==> src/rtl/timing_pkg.sv <==
// Shared types and constants for the LVDT excitation-timing blocks.
package timing_pkg;

  // Controller state, 2-bit encoding.
  typedef enum logic [1:0] {
    IDLE   = 2'd0,
    WINDOW = 2'd1,
    DELAY  = 2'd2,
    STROBE = 2'd3
  } state_e;

  // Default width of the win_len / strobe_dly count fields.
  localparam int CW_DEFAULT = 8;

  // A two-flop synchroniser is the shallowest chain considered metastability-safe.
  localparam int SYNC_STAGES_MIN = 2;

endpackage

==> src/rtl/sync_edge_det.sv <==
// Multi-stage synchroniser followed by a rising-edge detector.
// After reset the detector stays quiet until the delay flop holds a real
// sample of d_i, so an input that is already high at reset release is not
// mistaken for a rising edge.
module sync_edge_det #(
  parameter int STAGES = 2
) (
  input  logic clk_i,
  input  logic rst_ni,
  input  logic d_i,
  output logic rise_o
);

  logic [STAGES-1:0] sync_q;
  logic              dly_q;
  logic [STAGES:0]   fill_q;

  // Synchroniser chain, edge-delay flop and post-reset fill tracker.
  always_ff @(posedge clk_i or negedge rst_ni) begin
    if (!rst_ni) begin
      sync_q <= '0;
      dly_q  <= 1'b0;
      fill_q <= '0;
    end else begin
      sync_q <= {sync_q[STAGES-2:0], d_i};
      dly_q  <= sync_q[STAGES-1];
      fill_q <= {fill_q[STAGES-1:0], 1'b1};
    end
  end

  // fill_q[STAGES] marks that dly_q now carries a genuine sampled value.
  assign rise_o = sync_q[STAGES-1] & ~dly_q & fill_q[STAGES];

endmodule

==> src/rtl/timing_ctrl_prog.sv <==
// Programmable excitation-timing controller: each carry rising edge opens a
// measurement window (out2); after a programmable delay a strobe of PULSE_W
// cycles follows. Supports retrigger, enable gating and an overrun counter.
module timing_ctrl_prog
  import timing_pkg::*;
#(
  parameter int CW          = CW_DEFAULT,
  parameter int SYNC_STAGES = SYNC_STAGES_MIN,
  parameter int PULSE_W     = 1,
  parameter int OVR_W       = 8
) (
  input  logic             mclk,
  input  logic             rst,
  input  logic             enable,
  input  logic             carry,
  input  logic             retrig_mode,
  input  logic [CW-1:0]    win_len,
  input  logic [CW-1:0]    strobe_dly,
  input  logic             ovr_clr,
  output logic             out2,
  output logic             strobe,
  output logic             busy,
  output logic [OVR_W-1:0] ovr_cnt
);

  // Depth and width are clamped to the legal range rather than trusted.
  localparam int SYNC_D = (SYNC_STAGES < SYNC_STAGES_MIN) ? SYNC_STAGES_MIN : SYNC_STAGES;
  localparam int PULSE_D = (PULSE_W < 1) ? 1 : ((PULSE_W > 15) ? 15 : PULSE_W);
  // One shared down-counter serves window, delay and strobe phases.
  localparam int CNT_W = (CW > 4) ? CW : 4;
  localparam logic [CNT_W-1:0] CNT_ONE  = CNT_W'(1);
  localparam logic [CNT_W-1:0] PULSE_LD = CNT_W'(PULSE_D);

  state_e           state_q, state_d;
  logic [CNT_W-1:0] cnt_q, cnt_d;
  logic [CW-1:0]    dly_sh_q;
  logic             retrig_sh_q;
  logic             load_cfg;
  logic             ovr_inc;
  logic [OVR_W-1:0] ovr_q, ovr_d;
  logic             out2_q, out2_d;
  logic             strobe_q, strobe_d;
  logic             busy_q, busy_d;
  logic             trig;
  logic [CNT_W-1:0] win_ld;

  sync_edge_det #(
    .STAGES (SYNC_D)
  ) u_sync (
    .clk_i  (mclk),
    .rst_ni (rst),
    .d_i    (carry),
    .rise_o (trig)
  );

  // A zero window length still produces a one-cycle window.
  assign win_ld = (win_len == '0) ? CNT_ONE : CNT_W'(win_len);

  // State register.
  always_ff @(posedge mclk or negedge rst) begin
    if (!rst) state_q <= IDLE;
    else      state_q <= state_d;
  end

  // Next-state, counter load and overrun decision.
  always_comb begin
    state_d  = state_q;
    cnt_d    = cnt_q;
    load_cfg = 1'b0;
    ovr_inc  = 1'b0;
    if (!enable) begin
      state_d = IDLE;
    end else begin
      case (state_q)
        IDLE: begin
          if (trig) begin
            state_d  = WINDOW;
            cnt_d    = win_ld;
            load_cfg = 1'b1;
          end
        end
        WINDOW: begin
          if (trig && retrig_sh_q) begin
            cnt_d    = win_ld;
            load_cfg = 1'b1;
          end else begin
            ovr_inc = trig;
            if (cnt_q == CNT_ONE) begin
              if (dly_sh_q == '0) begin
                state_d = STROBE;
                cnt_d   = PULSE_LD;
              end else begin
                state_d = DELAY;
                cnt_d   = CNT_W'(dly_sh_q);
              end
            end else begin
              cnt_d = cnt_q - CNT_ONE;
            end
          end
        end
        DELAY: begin
          ovr_inc = trig;
          if (cnt_q == CNT_ONE) begin
            state_d = STROBE;
            cnt_d   = PULSE_LD;
          end else begin
            cnt_d = cnt_q - CNT_ONE;
          end
        end
        STROBE: begin
          ovr_inc = trig;
          if (cnt_q == CNT_ONE) state_d = IDLE;
          else                  cnt_d   = cnt_q - CNT_ONE;
        end
        default: state_d = IDLE;
      endcase
    end
  end

  // Saturating overrun counter; a clear coinciding with a drop leaves one.
  always_comb begin
    ovr_d = ovr_q;
    if (ovr_clr)                 ovr_d = ovr_inc ? OVR_W'(1) : '0;
    else if (ovr_inc && !(&ovr_q)) ovr_d = ovr_q + OVR_W'(1);
  end

  // Output decode; enable gates the outputs so they drop with the state.
  always_comb begin
    out2_d   = enable && (state_q == WINDOW);
    strobe_d = enable && (state_q == STROBE);
    busy_d   = enable && (state_q != IDLE);
  end

  // Phase counter, shadow configuration and overrun count.
  always_ff @(posedge mclk or negedge rst) begin
    if (!rst) begin
      cnt_q       <= '0;
      dly_sh_q    <= '0;
      retrig_sh_q <= 1'b0;
      ovr_q       <= '0;
    end else begin
      cnt_q <= cnt_d;
      ovr_q <= ovr_d;
      if (load_cfg) begin
        dly_sh_q    <= strobe_dly;
        retrig_sh_q <= retrig_mode;
      end
    end
  end

  // Registered outputs.
  always_ff @(posedge mclk or negedge rst) begin
    if (!rst) begin
      out2_q   <= 1'b0;
      strobe_q <= 1'b0;
      busy_q   <= 1'b0;
    end else begin
      out2_q   <= out2_d;
      strobe_q <= strobe_d;
      busy_q   <= busy_d;
    end
  end

  assign out2    = out2_q;
  assign strobe  = strobe_q;
  assign busy    = busy_q;
  assign ovr_cnt = ovr_q;

endmodule

==> config.mk <==
export PLATFORM = sky130hd
export DESIGN_NAME = timing_ctrl_prog
export DESIGN_NICKNAME = d
export VERILOG_FILES = /design/src/rtl/timing_pkg.sv /design/src/rtl/sync_edge_det.sv /design/src/rtl/timing_ctrl_prog.sv
export SDC_FILE = /design/constraint.sdc
export NUM_CORES = 1
export LEC_CHECK = 0
export CORE_ASPECT_RATIO = 1.5
export CORE_MARGIN = 2
export CORE_UTILIZATION = 48
export CTS_CLUSTER_DIAMETER = 50
export DETAILED_ROUTE_END_ITERATION = 10
export PLACE_DENSITY = 0.75
export SYNTH_ARGS = -nofsm -noshare
export SYNTH_HDL_FRONTEND = slang
export SYNTH_SLANG_ARGS = --single-unit
==> constraint.sdc <==
create_clock -name mclk -period 1.87 [get_ports mclk]
set_input_delay 0.374 -clock mclk [delete_from_list [all_inputs] [get_ports mclk]]
set_output_delay 0.374 -clock mclk [all_outputs]
set_load 0.02 [all_outputs]
Word-level counts from Yosys, hierarchy flattened --
Index checks and enable logic that the tools add are counted.
Cells by class: eq/ne operators 11, bitwise operators 3, multiplexer cells 26, $add $sub $neg 2, reduce and logical (&&, ||, !) cells 15
Operators by type and width (count):
- $mux W8 | 9
- $pmux W8 S4 | 1
- $logic_not A8 Y1 | 2
- $ne A3 B3 Y1 const B | 5
- $mux W2 | 6
- $add A8 B1 Y8 const B | 1
- $eq A8 B1 Y1 const B | 1
- $pmux W2 S4 | 1
- $reduce_and A8 Y1 | 1
- $sub A8 B1 Y8 const B | 1
- $mux W1 | 7
- $logic_and A1 B1 Y1 | 5
- $reduce_and A5 Y1 | 1
- $eq A2 B2 Y1 const B | 2
- $ne A2 B2 Y1 const B | 2
- $pmux W1 S2 | 2
- $reduce_bool A2 Y1 | 2
- $reduce_and A3 Y1 | 1
- $and A1 B1 Y1 | 2
- $eq A2 B1 Y1 const B | 1
- $logic_not A2 Y1 | 1
- $reduce_or A2 Y1 | 1
- $logic_not A1 Y1 | 1
- $not A1 Y1 | 1
Word-level totals: logic and storage cells 68, input bits 22, output and inout bits 11, flip-flop bits (word level) 36

Depth between registers and ports, before layout --
Gate-level depths: netlist (run 1).
depth in word-level cells 10, depth in mapped cells 8, mapped depth without buffers 7

By module --
Synthesis (run 1) repeated with hierarchy kept, for this count alone.
Unflattened totals: cells, all modules 202, area, all modules 2035.7 µm²
Modules (own cells, without submodules):
- timing_ctrl_prog | area an instance 1873.0 µm², cells an instance 194, seq. area each 750.7 µm², times used 1
- sync_edge_det | area an instance 162.7 µm², cells an instance 8, seq. area each 150.1 µm², times used 1

Least setup slack after synthesis (run 1) --
OpenSTA, ideal clock, no wires.
path type flip-flop to flip-flop, start reg state_q[0], end reg ovr_q[7], in the netlist ovr_cnt[7], period minus slack after synthesis 1864 ps, required time 1741 ps, data arrival time 1734 ps, slack 6 ps, path buffers 0, stages on the path, launching flop included 8, setup time 129 ps, path through dfrtp_1 > inv_1 > ha_1 > nand2b_1 > a211o_1 > nor4_1 > xnor2_1 > nor2_1
Between the ends: cells in the longest elaborated chain, start to end 6, elaborated cells on any way between the ends 8, classes of those cells eq/ne (3); mux (2); reduce/logical (3)
RTL lines:
- from (decl) | RTL line timing_ctrl_prog.sv:34 | state_e state_q, state_d;
- from (signal assigned) | RTL line timing_ctrl_prog.sv:62 | else state_q <= state_d;
- $eq A2 B2 Y1 | RTL line timing_ctrl_prog.sv:74 | case (state_q)
- $reduce_or A2 Y1 (no source line)
- $pmux W1 S2 (*) | RTL line timing_ctrl_prog.sv:74
- $mux W1 (*) | RTL line timing_ctrl_prog.sv:71 | if (!enable) begin
- $logic_and A1 B1 Y1 (*) | RTL line timing_ctrl_prog.sv:124 | else if (ovr_inc && !(&ovr_q)) ovr_d = ovr_q + OVR_W'(1);
- $reduce_bool A2 Y1 (no source line) (*)
- to (signal assigned) | RTL line timing_ctrl_prog.sv:143 | ovr_q <= ovr_d;
- to (decl) | RTL line timing_ctrl_prog.sv:40 | logic [OVR_W-1:0] ovr_q, ovr_d;
Mark *: on every way between the ends. The rest lies on a longest branch, timed or not. A chain may end at the register's enable or synchronous reset.

Final worst setup path (run 1) --
start reg cnt_q[1], end reg state_q[0]
Between the ends: cells in the longest elaborated chain, start to end 3, elaborated cells on any way between the ends 5, classes of those cells eq/ne (4); reduce/logical (1)
RTL lines:
- from (decl) | RTL line timing_ctrl_prog.sv:35 | logic [CNT_W-1:0] cnt_q, cnt_d;
- from (signal assigned) | RTL line timing_ctrl_prog.sv:142 | cnt_q <= cnt_d;
- $eq A8 B1 Y1 (*) | RTL line timing_ctrl_prog.sv:88, timing_ctrl_prog.sv:103, timing_ctrl_prog.sv:112
- $ne A3 B3 Y1 (no source line)
- $reduce_and A5 Y1 (no source line) (*)
Marked as above.

==> flow_metrics.env, run 1 <==
export IMPL_status="finished with violations"
export IMPL_violations="setup timing"
export IMPL_routedWlPerCell_um=16.67
export IMPL_route_detailed_drc=0
export IMPL_ant_nets=0
export IMPL_finalWorstSetupSlack_ps=-8.231
export IMPL_synth_top_flop_cell="dfrtp_1"
export IMPL_maxCapViolCount=0
export IMPL_synth_largest_area_cell="dfrtp_1"
export IMPL_cts_tree="built"
export IMPL_holdWs_ps=349.1
export IMPL_avgViaCountPerCell=5.813
export IMPL_hold_viol=0
export IMPL_yosysSeqAreaShare_pct=42.65
export IMPL_clk_pin_slew_ps=80
export IMPL_synth_compound_area_share_pct=15.17
export IMPL_grt_max_degree=37
export IMPL_yosys_area_share_adder_pct=4.147
export IMPL_drtIter0Drc=71
export IMPL_finalMaxSlewViolations=0
export IMPL_dr_pass1_iters=4
export IMPL_required_ps=2050
export IMPL_grt_pass1_wl_um=8652
export IMPL_async_flop_share_pct=100.0
export IMPL_startpoint_type="flip-flop"
export IMPL_clockRootBuffer="clkbuf_8"
export IMPL_syn_mean_instance_area_sq_um=9.916
export IMPL_utilization_pct=70.76
export IMPL_die_area_sq_um=4958
export IMPL_yosys_area_top_type_share_pct=42.65
export IMPL_rsz0062_at_grt="true"
export IMPL_synth_warnings=0
export IMPL_critPathMaxFanout=6
export IMPL_finClkSkew_ps=10.61
export IMPL_setup_viol=1
export IMPL_fin_crit_sh_pct=100.4
export IMPL_synth_cell_types=55
export IMPL_relSlewSlack_pct=52.25
export IMPL_die_h_um=85.24
export IMPL_yosys_top_cells_count="dfrtp_1 (36), nor2_1 (18), nand2_1 (17)"
export IMPL_p_leak_nw=1.317
export IMPL_nets=309
export IMPL_synth_edf_count=0
export IMPL_synthCells=213
export IMPL_place_inst=317
export IMPL_cts_buffers=5
export IMPL_multi_input_area_sq_um=1292
export IMPL_routed_wl_um=5451
export IMPL_finalCriticalPeriod_ps=1878
export IMPL_antenna_found_initial=0
export IMPL_dpl_hpwl_um=4009
export IMPL_gp_congestion=0.8827
export IMPL_htreeDepth=2
export IMPL_ys_ff_latch=36
export IMPL_drive_gt1_share_pct=30.60
export IMPL_port_buffer_count=32
export IMPL_synthesis_area_sq_um=2112
export IMPL_overflow=0
export IMPL_num_fill_cells=321
export IMPL_num_rows=29
export IMPL_synth_simple_gate_area_share_pct=22.69
export IMPL_grt_pass1_vias=1944
export IMPL_clock_latency_ps=300
export IMPL_max_freq_ghz=0.5324
export IMPL_clk_path_buf_depth=2
export IMPL_dpl_worst_slack_ps=-174.0
export IMPL_synth_top_family_by_area="simple AND/OR/NAND/NOR gates"
export IMPL_area_delta_synth_final_pct=42.24
export IMPL_coreArea_sq_um=4245
export IMPL_via_count=1901
export IMPL_yosysMostFrequentCell="dfrtp_1"
export IMPL_hold_class="reg2reg"
export IMPL_antenna_cells=0
export IMPL_synthMuxAreaShare_pct=8.116
export IMPL_cts_sinks=36
export IMPL_powerDensity_nw_per_um2=1237
export IMPL_peakVddDrop_mv=0.9988
export IMPL_globalRouteTotalUtil_pct=22.91
export IMPL_worstPathArrival_ps=2060
export IMPL_critPathKind="reg2reg"
export IMPL_worst_pin_slew_ps=713.6
export IMPL_cp_end_kind="flip-flop"
export IMPL_instances_no_fill=327
export IMPL_synth_area_top_cells="dfrtp_1 (43%), mux2_2 (4.8%), ha_1 (4.1%), mux2i_1 (3.3%), nor2_1 (3.2%)"
export IMPL_synth_nets=242
export IMPL_io_pins=33
export IMPL_initial_core_util_pct=49.75
export IMPL_seq_area_sq_um=902.1
export IMPL_die_w_um=58.16
export IMPL_synthXorXnorAreaFrac_pct=3.732
-- cells by family after synthesis --
kind of cell	Yosys count
flip-flops	36
other	1
AND/OR/NAND/NOR	84
XOR/XNOR	9
AO/OA/AOI/OAI	44
buffers and inverters	16
adder cells (fa/ha/maj)	7
multiplexers	16
-- sequential cells by signal (all words and copies together), names as in the netlist --
name,flops
busy,1
state_q,2
cnt_q,8
u_sync.fill_q,3
dly_sh_q,8
out2,1
strobe,1
u_sync.sync_q,2
ovr_cnt,8
u_sync.dly_q,1
retrig_sh_q,1
-- where the power goes --
part	internal (mW)	switching (mW)
Sequential	0.983	0.228
Combinational	0.921	0.876
Clock	0.402	0.307
-- area by class of cell --
class / instances / area share, %
Sequential cell: 36 / 30.03
Multi-Input combinational cell: 161 / 43.02
Clock inverter: 3 / 1.541
Inverter: 9 / 1.125
Timing Repair Buffer: 67 / 20.07
Tap cell: 46 / 1.916
Clock buffer: 5 / 2.291
-- worst paths after layout --
kind	startpoint	to	slack, ps	cells past startpoint
worst min register to register	u_sync.sync_q[0]$_DFF_PN0_	u_sync.sync_q[1]$_DFF_PN0_	350	0
worst min-delay path	u_sync.sync_q[0]$_DFF_PN0_	u_sync.sync_q[1]$_DFF_PN0_	350	0
worst max register to register	cnt_q[1]$_DFFE_PN0P_	state_q[0]$_DFFE_PN0P_	-8	7
max in group asynchronous	rst	cnt_q[0]$_DFFE_PN0P_	1030	2
worst max-delay path	cnt_q[1]$_DFFE_PN0P_	state_q[0]$_DFFE_PN0P_	-8	7
min in group asynchronous	rst	cnt_q[1]$_DFFE_PN0P_	490	2
-- stage by stage --
step	TNS [ps]	power (mW)	instance area [sq um]
floorplan	0	2.169	2112
global placement	-1878	2.782	2714
detailed placement	-1939	2.826	2714
CTS	0	3.544	2853
global route	-283.7	3.964	3004
finish	-8.231	3.717	3004
-- critical path: stages (launching register included) --
cell and delay [ps]:
dfrtp_1 400, inv_2 60, ha_2 170, nor3b_4 280, nand2_2 170, o32ai_1 390, o21ai_0 150, a21boi_1 140
-- layer usage --
| layer | up-vias | GRT usage, % | part of all wire (%) | routed length, um |
|---|---|---|---|---|
| li1 | 905 | - | - | - |
| met1 | 930 | 24.80 | 36 | 1961 |
| met2 | 51 | 40.29 | 57 | 3109 |
| met3 | 15 | 4.116 | 3.9 | 215 |
| met4 | 0 | 13.74 | 3.0 | 165 |
| met5 | - | 0 | 0 | 0 |
-- what timing repair did --
item,in CTS,in global routing
endpoints found under the setup margin,13,17
resized for setup,4,29
hold buffers,0,0
pin swaps,1,5
buffers inserted,0,2
-- placed cells by master, fill, tap and decap left out, drive strengths merged, types with 5 or more instances in the layout --
cell and count:
nand3 7, inv 10, a21oi 11, dfrtp 36, mux2i 7, buf 35
mux2 9, nand2b 6, nor4 5, nor2 18, and2 5, clkbuf 5
nand2 18, xnor2 5, clkdlybuf4s50 32, a221oi 5, ha 7
Power figures use the tool's default switching activity.
==> inputs of run 2 (changes only) <==
Settings changed: CTS_CLUSTER_SIZE set to 8, HOLD_SLACK_MARGIN set to 0.03, PLACE_DENSITY 0.75 to 0.76, SYNTH_HIERARCHICAL set to 1.
==> run 2 against run 1 <==
Effect of this change:
- the flow still finishes with violations (setup timing)
- highest routed layer unchanged
- wire length is 5.4% higher
- via count is 0.37% lower
- setup slack worse by 110 ps
- first-iteration DRC count is 17% higher
- hold slack better by 5.3 ps
==> flow_metrics.env, run 2 <==
export IMPL_status="finished with violations"
export IMPL_violations="setup timing"
export IMPL_synth_edf_count=0
export IMPL_yosys_top_cells_count="dfrtp_1 (36), nor2_1 (15), nand2_1 (12)"
export IMPL_synth_nets=231
export IMPL_dr_pass1_iters=4
export IMPL_peakVddDrop_mv=0.9526
export IMPL_startpoint_type="flip-flop"
export IMPL_clk_path_buf_depth=2
export IMPL_use_met1_pct=27.84
export IMPL_powerDensity_nw_per_um2=1268
export IMPL_required_ps=2100
export IMPL_die_area_sq_um=4789
export IMPL_io_pins=33
export IMPL_grt_use_met2_pct=47.96
export IMPL_yosysMostFrequentCell="dfrtp_1"
export IMPL_coreArea_sq_um=4136
export IMPL_clockRootBuffer="clkbuf_8"
export IMPL_synth_top_flop_cell="dfrtp_1"
export IMPL_port_buffer_count=32
export IMPL_yosysSeqAreaShare_pct=44.25
export IMPL_yosys_area_top_type_share_pct=44.25
export IMPL_globalRouteTotalUtil_pct=25.49
export IMPL_hold_class="reg2reg"
export IMPL_finalCriticalPeriod_ps=1988
export IMPL_max_freq_ghz=0.5030
export IMPL_initial_core_util_pct=49.21
export IMPL_routed_wl_um=5743
export IMPL_p_leak_nw=1.238
export IMPL_final_common_cell="buf_4"
export IMPL_avgViaCountPerCell=5.846
export IMPL_overflow=0
export IMPL_htreeDepth=2
export IMPL_cp_end_kind="flip-flop"
export IMPL_worstPathArrival_ps=2210
export IMPL_num_rows=29
export IMPL_nets=306
export IMPL_synth_area_top_cells="dfrtp_1 (44%), mux2_2 (5.0%), ha_1 (4.3%), xnor2_1 (3.9%), nor2_1 (2.8%)"
export IMPL_worst_pin_slew_ps=504.3
export IMPL_relSlewSlack_pct=66.26
export IMPL_antenna_cells=0
export IMPL_die_h_um=83.76
export IMPL_async_flop_share_pct=100.0
export IMPL_postCtsHoldBufs=0
export IMPL_syn_mean_instance_area_sq_um=10.08
export IMPL_dpl_worst_slack_ps=-126.6
export IMPL_finalMaxSlewViolations=0
export IMPL_drtIter0Drc=83
export IMPL_gp_congestion=0.9701
export IMPL_antenna_found_initial=0
export IMPL_clk_pin_slew_ps=80
export IMPL_cts_sinks=36
export IMPL_use_met3_pct=4.341
export IMPL_area_delta_synth_final_pct=45.05
export IMPL_synth_warnings=6
export IMPL_routedWlPerCell_um=17.73
export IMPL_critPathMaxFanout=5
export IMPL_synth_largest_area_cell="dfrtp_1"
export IMPL_hold_viol=0
export IMPL_critPathKind="reg2reg"
export IMPL_holdWs_ps=354.5
export IMPL_synthCells=202
export IMPL_place_inst=309
export IMPL_setup_viol=10
export IMPL_die_w_um=57.17
export IMPL_instances_no_fill=324
export IMPL_fin_crit_sh_pct=106.3
export IMPL_finalWorstSetupSlack_ps=-118.2
export IMPL_drive_gt1_share_pct=33.45
export IMPL_top_usage_layer="met2"
export IMPL_via_count=1894
export IMPL_ys_ff_latch=36
export IMPL_maxCapViolCount=0
export IMPL_grt_pass1_wl_um=9246
export IMPL_grt_max_degree=37
export IMPL_grt_pass1_vias=1880
export IMPL_rsz0062_at_grt="true"
export IMPL_synth_cell_types=54
export IMPL_cts_buffers=5
export IMPL_ant_nets=0
export IMPL_clock_latency_ps=300
export IMPL_dpl_hpwl_um=4101
export IMPL_synthesis_area_sq_um=2036
export IMPL_route_detailed_drc=0
export IMPL_final_cell_mix="buf_4 (40), dfrtp_1 (36), clkdlybuf4s50_1 (32)"
export IMPL_num_fill_cells=318
export IMPL_finClkSkew_ps=7.726
export IMPL_cts_tree="built"
[run 2: cell count changes after synthesis, moves of 4 or more]
cell      delta
xnor2_1      +4
nand2_1      -5
a221oi_1     -4
mux2i_1      -6
and3_1       +4
a21oi_1      -5
nand2b_1     -5
o21ai_0      +8
a32oi_1      +4
xor2_1       -4
[run 2: final cells by class]
class                   count  area [sq um]  area share, %
multi-input cells         149          1201          40.68
flip-flops and latches     36         900.9          30.51
repair buffers             75         663.1          22.46
clock buffers               5         68.82          2.331
well taps                  46         57.56          1.949
inverters                  10         37.54          1.271
clock inverters             3         23.77         0.8051
[run 2: cells by family (layout without fill, tap and decap cells)]
| group | after synthesis | after routing | synth area share, % |
|---|---|---|---|
| AOI/OAI and AO/OA | 57 | 57 | 20.78 |
| xor gates and xnor gates | 9 | 9 | 3.872 |
| adders and majority gates | 7 | 7 | 4.302 |
| buffers and inverters | 17 | 93 | 3.933 |
| DFF | 36 | 36 | 44.25 |
| muxes | 10 | 10 | 5.470 |
| other | 1 | 1 | 0.1842 |
| and+or+nand+nor | 65 | 65 | 17.21 |
[run 2: repair_timing]
item / 4_1_cts / 5_1_grt
endpoints found under the setup margin: 12 / 27
gates resized for setup: 10 / 17
buffers inserted: 2 / 5
pin swaps: 11 / 12
gates cloned: 0 / 0
[run 2: stage by stage]
step | power, mW | area [sq um] | utilization, % | setup TNS (ps)
2_1_floorplan | 2.134 | 2081 | - | -448.1
6_report | 3.743 | 2953 | 71.39 | -679.9
3_5_place_dp | 2.892 | 2698 | 65.21 | -1196
5_1_grt | 3.968 | 2953 | 71.39 | -1573
3_3_place_gp | 2.850 | 2698 | 65.21 | -800.3
4_1_cts | 3.578 | 2853 | 68.97 | -492.7
[run 2: final timing paths]
kind	end	slack (ps)	start	cells after the start
worst max register to register	state_q[1]$_DFFE_PN0P_	-120	cnt_q[1]$_DFFE_PN0P_	9
min in group asynchronous	cnt_q[7]$_DFFE_PN0P_	490	rst	2
worst min register to register	u_sync/fill_q[2]$_DFF_PN0_	350	u_sync/fill_q[1]$_DFF_PN0_	0
worst max-delay path	state_q[1]$_DFFE_PN0P_	-120	cnt_q[1]$_DFFE_PN0P_	9
worst min-delay path	u_sync/fill_q[2]$_DFF_PN0_	350	u_sync/fill_q[1]$_DFF_PN0_	0
max in group asynchronous	u_sync/sync_q[0]$_DFF_PN0_	1060	rst	2
[run 2: critical path, stage by stage (launching register included)]
cell	delay [ps]
dfrtp_1	390
inv_2	80
ha_4	120
or4b_4	510
buf_6	150
a211oi_2	180
o21a_1	210
buf_4	130
nand3_2	60
o21ai_1	80
[run 2: where the power goes]
group / leakage (nW) / total [mW] / internal, mW / switching, mW
clock network: 0.0404 / 0.581 / 0.264 / 0.317
registers: 0.457 / 1.18 / 0.985 / 0.193
logic: 0.741 / 1.98 / 0.967 / 1.02
total: 1.24 / 3.74 / 2.22 / 1.53
[run 2: metal layers]
| metal | wire, um | vias up |
|---|---|---|
| met1 | 2123 | 915 |
| li1 | - | 907 |
| met2 | 3239 | 59 |
| met5 | 0 | - |
| met4 | 161 | 0 |
| met3 | 218 | 13 |
